===== src/rtl/spu_result_pipe.sv =====
// spu_result_pipe
//   Result/writeback pipeline for the SPU execution pipes. Each issued
//   instruction carries its destination, write-enable, clamped latency and
//   result through DEPTH stages to the register-file writeback port. It
//   provides NUM_FWD forwarding query ports with stall indication, and a
//   branch flush that kills the youngest FLUSH_DEPTH stages.
//
//   Optional statistics counters are enabled by the macro RESULT_PIPE_STAT_EN.
//   Without the macro, stat_wb_cnt and stat_kill_cnt are tied to 0.
//
// Ports
//   clk, reset (async, active-low)
//   issue_valid/addr/reg_write/lat/data : new entry, enters stage 1
//   flush                                : kill entries landing in stages 1..FLUSH_DEPTH
//   fwd_addr/fwd_hit/fwd_data/fwd_stall  : per-port forwarding query
//   wb_valid/addr/data/reg_write         : stage DEPTH writeback
//   stat_wb_cnt, stat_kill_cnt           : optional counters
module spu_result_pipe #(
   parameter int DATA_W      = 128,
   parameter int ADDR_W      = 7,
   parameter int DEPTH       = 7,
   parameter int LAT_W       = 3,
   parameter int NUM_FWD     = 3,
   parameter int FLUSH_DEPTH = 2
) (
   input  logic                      clk,
   input  logic                      reset,
   input  logic                      issue_valid,
   input  logic [ADDR_W-1:0]         issue_addr,
   input  logic                      issue_reg_write,
   input  logic [LAT_W-1:0]          issue_lat,
   input  logic [DATA_W-1:0]         issue_data,
   input  logic                      flush,
   input  logic [NUM_FWD*ADDR_W-1:0] fwd_addr,
   output logic [NUM_FWD-1:0]        fwd_hit,
   output logic [NUM_FWD*DATA_W-1:0] fwd_data,
   output logic [NUM_FWD-1:0]        fwd_stall,
   output logic                      wb_valid,
   output logic [ADDR_W-1:0]         wb_addr,
   output logic [DATA_W-1:0]         wb_data,
   output logic                      wb_reg_write,
   output logic [31:0]               stat_wb_cnt,
   output logic [31:0]               stat_kill_cnt
);

   localparam int LAST = DEPTH - 1;

   // index i holds pipeline stage i+1
   logic [DEPTH-1:0]  st_v;
   logic [DEPTH-1:0]  st_rw;
   logic [DEPTH-1:0]  st_rdy;
   logic [ADDR_W-1:0] st_addr [DEPTH];
   logic [LAT_W-1:0]  st_lat  [DEPTH];
   logic [DATA_W-1:0] st_data [DEPTH];

   logic [LAT_W-1:0]  lat_eff;
   logic              fw_found;
   logic              fw_rdy;
   logic [DATA_W-1:0] fw_data;

   always_comb begin
      lat_eff = issue_lat;
      if (issue_lat == '0)
         lat_eff = LAT_W'(1);
      else if (32'(issue_lat) > 32'(DEPTH))
         lat_eff = LAT_W'(DEPTH);
   end

   always_ff @(posedge clk or negedge reset) begin
      if (!reset) begin
         st_v  <= '0;
         st_rw <= '0;
         for (int i = 0; i < DEPTH; i++) begin
            st_addr[i] <= '0;
            st_lat[i]  <= '0;
            st_data[i] <= '0;
         end
      end else begin
         // a flush also swallows the instruction issuing on this edge
         st_v[0]    <= issue_valid & ~flush;
         st_rw[0]   <= issue_reg_write;
         st_addr[0] <= issue_addr;
         st_lat[0]  <= lat_eff;
         st_data[0] <= issue_data;
         for (int i = 1; i < DEPTH; i++) begin
            st_v[i]    <= st_v[i-1] & ~(flush && (i < FLUSH_DEPTH));
            st_rw[i]   <= st_rw[i-1];
            st_addr[i] <= st_addr[i-1];
            st_lat[i]  <= st_lat[i-1];
            st_data[i] <= st_data[i-1];
         end
      end
   end

   always_comb begin
      for (int i = 0; i < DEPTH; i++)
         st_rdy[i] = 32'(st_lat[i]) <= 32'(i + 1);
   end

   // Scan oldest to youngest so the youngest match is the one left standing;
   // a younger not-ready match therefore masks any older ready one.
   always_comb begin
      fwd_hit   = '0;
      fwd_stall = '0;
      fwd_data  = '0;
      fw_found  = 1'b0;
      fw_rdy    = 1'b0;
      fw_data   = '0;
      for (int p = 0; p < NUM_FWD; p++) begin
         fw_found = 1'b0;
         fw_rdy   = 1'b0;
         fw_data  = '0;
         for (int i = DEPTH - 1; i >= 0; i--) begin
            if (st_v[i] && st_rw[i] && (st_addr[i] == fwd_addr[p*ADDR_W +: ADDR_W])) begin
               fw_found = 1'b1;
               fw_rdy   = st_rdy[i];
               fw_data  = st_data[i];
            end
         end
         fwd_hit[p]   = fw_found & fw_rdy;
         fwd_stall[p] = fw_found & ~fw_rdy;
         fwd_data[p*DATA_W +: DATA_W] = (fw_found && fw_rdy) ? fw_data : '0;
      end
   end

   assign wb_valid     = st_v[LAST];
   assign wb_addr      = st_v[LAST] ? st_addr[LAST] : '0;
   assign wb_data      = st_v[LAST] ? st_data[LAST] : '0;
   assign wb_reg_write = st_v[LAST] & st_rw[LAST];

`ifdef RESULT_PIPE_STAT_EN
   logic [31:0] wb_cnt;
   logic [31:0] kill_cnt;
   logic [31:0] kill_now;

   // valid entries that would land in stages 1..FLUSH_DEPTH on this edge
   always_comb begin
      kill_now = 32'(issue_valid);
      for (int i = 1; i < FLUSH_DEPTH; i++)
         kill_now = kill_now + 32'(st_v[i-1]);
   end

   always_ff @(posedge clk or negedge reset) begin
      if (!reset) begin
         wb_cnt   <= '0;
         kill_cnt <= '0;
      end else begin
         if (wb_reg_write)
            wb_cnt <= wb_cnt + 32'd1;
         if (flush)
            kill_cnt <= kill_cnt + kill_now;
      end
   end

   assign stat_wb_cnt   = wb_cnt;
   assign stat_kill_cnt = kill_cnt;
`else
   assign stat_wb_cnt   = '0;
   assign stat_kill_cnt = '0;
`endif

endmodule


===== config.mk =====
export PLATFORM = sky130hd
export DESIGN_NAME = spu_result_pipe
export DESIGN_NICKNAME = d
export VERILOG_FILES = /design/src/rtl/spu_result_pipe.sv
export SDC_FILE = /design/constraint.sdc
export NUM_CORES = 2
export LEC_CHECK = 0
export CELL_PAD_IN_SITES_DETAIL_PLACEMENT = 0
export CELL_PAD_IN_SITES_GLOBAL_PLACEMENT = 1
export CORE_MARGIN = 2
export CORE_UTILIZATION = 46
export DETAILED_ROUTE_END_ITERATION = 12
export PLACE_DENSITY = 0.95
export SKIP_CTS_REPAIR_TIMING = 1
export SYNTH_ARGS = -nofsm -noshare
export SYNTH_HDL_FRONTEND = slang
export SYNTH_SLANG_ARGS = --single-unit

===== constraint.sdc =====
create_clock -name clk -period 7.9 [get_ports clk]
set_input_delay 1.185 -clock clk [delete_from_list [all_inputs] [get_ports clk]]
set_output_delay 1.185 -clock clk [all_outputs]
set_load 0.05 [all_outputs]

Word-level counts from Yosys, hierarchy flattened
Cells that the tools add are included.
- register bits after elaboration: 977
- bits of input ports: 164
- output and inout bits: 591
- word-level logic and storage cells: 160
- magnitude comparators: 6
- eq/ne operators: 21
- muxes and demuxes: 66
- bitwise operators: 13
- reductions and logical operators: 32
- operators with widths (operator ; number):
    128-bit two-way mux ; 25
    7-bit equality test ; 21
    1-bit two-way mux ; 39
    1-bit logical AND ; 31
    1-bit AND ; 9
    3-bit <= comparator (second input constant) ; 3
    7-bit two-way mux ; 1
    3-bit by 2-bit <= comparator with 1-bit output (second input constant) ; 2
    1-bit NOT ; 4
    3-bit by 1-bit <= comparator with 1-bit output (second input constant) ; 1
    3-bit zero test ; 1
    3-bit two-way mux ; 1

Longest topological paths before layout
- depth after elaboration: 11
- mapped depth: 12

Worst setup path after synthesis
No wires, ideal clock.
- path kind: input to output
- from: input port fwd_addr[11]
- to: output port fwd_data[243]
- arrival: 5.332 ns
- setup slack: 1.383 ns
- stages on the path: 9
- path through: buf_2 > xor2_1 > or4_1 > a211oi_2 > buf_2 > buf_4 > a22o_1 > nor3_1 > a2111oi_0
- cells in the longest elaborated chain, start to end: 11
- elaborated cells on any way between the ends: 36
- ends and longest elaborated chain (element ; line ; text):
    from (decl) ; 34 ; input logic [NUM_FWD*ADDR_W-1:0] fwd_addr,
    7-bit equality test ; 114 ; if (st_v[i] && st_rw[i] && (st_addr[i] == fwd_addr[p*ADDR_W +: ADDR_W])) begin
    1-bit logical AND ; 114 ;
    1-bit two-way mux (7 in series) ; 114 ;
    1-bit logical AND ; 122 ; fwd_data[p*DATA_W +: DATA_W] = (fw_found && fw_rdy) ? fw_data : '0;
    128-bit two-way mux (*) ; 122 ;
    to (decl) ; 36 ; output logic [NUM_FWD*DATA_W-1:0] fwd_data,
Every way passes the cells marked *; elsewhere a longest branch is shown, timed or not.

Final worst setup path
- from: input port fwd_addr[13]
- to: output port fwd_data[246]
Same word-level chain as after synthesis.

==> flow_metrics.tcl <==
set metrics [dict create \
    via_per_inst 6.94 \
    clockBufferDepth 3 \
    drt-initial-drc-count 7616 \
    dieArea_um2 111000 \
    drive_above_1_share 0.118 \
    synth_area_um2 49900 \
    syn_to_final_growth_pct 24.1 \
    r2r_end "st_data[733]" \
    final_nets 5730 \
    cp_max_fo 42 \
    wl_per_cell_um 30.6 \
    drc 0 \
    cp-end-kind "primary output" \
    numCtsBuffers 105 \
    yosys_register_bits 977 \
    fin_tns_setup_ns 0 \
    met1_usage 0.483 \
    cts_tree "yes" \
    grt_use_met2 0.551 \
    power.density_nw_per_um2 184 \
    io_buffer_count 690 \
    grt_pass1_vias 48153 \
    worstHoldEndpoint "st_lat[15]" \
    arrival_ns 6.32 \
    hold_violations 0 \
    min_path_cells 0 \
    num_vias 48991 \
    die_w_um 333 \
    antenna_left 0 \
    status "finished, final reports clean" \
    r2r-start "st_data[861]" \
    fillCellCount 8978 \
    pin_count 755 \
    cts.reportedPaths.clkPinSlew_ns 0.06 \
    core_area_um2 107000 \
    crit_type "in2out" \
    grt.busiest_layer "met2" \
    worstMarginPinSlew_ns 1.33 \
    critPathLaunch "fwd_addr[13]" \
    cp_slowest_cell "a2111oi_0" \
    grt-ovfl-total 0 \
    gp_congestion 0.948 \
    grt_pass1_wl_um 317000 \
    grt_start_max_net_pins 175 \
    critPathLaunchType "input port" \
    hold_path.class "reg2reg" \
    synth.avg_cell_area_um2 9.73 \
    firstDrtPassIters 6 \
    totalPowerFinal_mw 11.4 \
    rsz0062_at_grt "no" \
    num_rows 120 \
    regToRegSetupSlack_ns 7.20 \
    layout_setup_ws_ns 0.397 \
    max_stage_delay_ns 0.98 \
    dp_hpwl_um 128000 \
    setup_violations 0 \
    layout_common_cells "dfrtp_1 (976), nand2_1 (746), clkdlybuf4s50_1 (623)" \
    maxSlewViolCount 0 \
    maxCapViolCount 0 \
    use_met3 0.120 \
    die-height_um 333 \
    layout_min_cycle_time_ns 7.50 \
    path_cells "clkdlybuf4s50_1 -> xor2_1 -> nor4_1 -> nand2_4 -> a31oi_1 -> o21ai_4 -> buf_4 -> a2111oi_0 -> buf_4 -> clkdlybuf4s50_1" \
    netlist_instances 5124 \
    synth_enable_flop_cells 0 \
    fin_worst_skew_ns 0.0306 \
    cts-root-buf "clkbuf_16" \
    antenna_found_initial 10 \
    ctsHtreeMaxLevel 3 \
    clk_latency_ns 0.73 \
    cts_sinks 977 \
    async_reset_ff_frac 1.00 \
    final_common_cell "dfrtp_1" \
    yosysSeqAreaShare 0.490 \
    ir_drop_mv 0.201 \
    fmax_mhz 133 \
    start_util 0.464 \
    required_ns 6.71 \
    ys.flop_type "dfrtp_1" \
    place_ws_ns 0.503 \
    yosys_warnings 0 \
    maxSlewHeadroom 0.112 \
    synth_cell_type_count 52 \
    hold_path.startpoint "st_lat[18]" \
    min_period_over_period 0.950 \
    grt_usage 0.376 \
    p_leak_nw 24.0 \
    r2r_cells 0 \
    routed_wl_um 216000 \
]
worst max-delay path by stage:
stage / cells after the start / slack, ns / end
CTS: 10 / 0.45 / fwd_data[248]
finish: 10 / 0.40 / fwd_data[246]
detailed placement: 10 / 0.50 / fwd_data[248]
floorplan: 9 / 1.38 / fwd_data[243]
global placement: 12 / 0.65 / fwd_data[129]
global route: 10 / 0.31 / fwd_data[248]
report_power, final:
| group | switching (mW) | internal, mW | leakage (nW) |
|---|---|---|---|
| clock network | 2.20 | 2.96 | 1.75 |
| logic | 0.412 | 0.219 | 10.8 |
| registers | 0.306 | 5.26 | 11.4 |
| total | 2.91 | 8.44 | 24.0 |
Yosys cell counts (4+ instances only):
cell type	instances	area [µm²]
a21oi_1	298	1490
a221oi_1	103	902
nor2_1	306	1150
nor3_1	91	455
nand3_1	172	861
a311oi_1	27	236
inv_1	6	22.5
dfrtp_1	977	24400
a2111oi_0	86	753
buf_2	47	235
nand4_1	8	50.1
mux2_2	128	1440
o211ai_1	259	1940
o2111ai_1	128	1120
a221o_1	128	1280
xor2_1	112	981
mux2i_1	134	1340
nand2_1	761	2860
a211oi_1	4	30.0
buf_1	22	82.6
o21ai_0	235	1180
buf_4	71	533
nor4_1	42	263
a211oi_2	100	1250
o221ai_1	38	333
or4_1	6	45.0
xnor2_1	38	333
o22ai_1	89	557
clkbuf_1	434	1630
a22o_1	89	780
and2_1	143	895
buf_6	10	113
worst max-delay path: cells and delay by family:
family                 cells  cell delay (ns)
AND/OR/NAND/NOR            2             0.98
AO/OA/AOI/OAI              3             1.71
buffers and inverters      4             2.20
XOR/XNOR                   1             0.21
through the flow:
step                 util  instance area [µm²]  hold slack (ns)  cells
floorplan               -                50100            0.331   5187
global placement    0.543                58300            0.336   6862
detailed placement  0.543                58300            0.335   6862
CTS                 0.576                61800            0.350   7056
global route        0.576                61800            0.366   7061
finish              0.576                61800            0.350   7063
kinds of logic (layout without fill, tap and decap cells):
logic type	after synthesis	in the layout	synth area share
flip-flops	977	977	0.490
AO/OA/AOI/OAI	1598	1598	0.240
AND/OR/NAND/NOR	1545	1545	0.134
multiplexers	262	262	0.0558
buffers and inverters	591	1057	0.0525
other	1	71	0.0000752
XOR/XNOR	150	150	0.0264
sequential cells by signal, summed over array words and instances (netlist names):
name,flops
st_data,896
st_addr,49
st_rw,7
st_v,7
st_lat,18
metal layers:
layer / up-vias / routed length (µm)
met1: 23788 / 77900
met3: 917 / 30200
met2: 4533 / 93600
met4: 4 / 14300
met5: - / 24
li1: 19749 / -
layout make-up:
cell class              instances  area, µm²  area share
repair buffers                856       8760       0.142
well taps                    1403       1760      0.0284
flip-flops and latches        977      24500       0.395
clock buffers                 157       3040      0.0492
diodes                          7       17.5    0.000283
inverters                       7       26.3    0.000425
multi-input cells            3619      23300       0.376
clock inverters                37        508     0.00821
No activity file was read; power rests on OpenSTA's default activity.
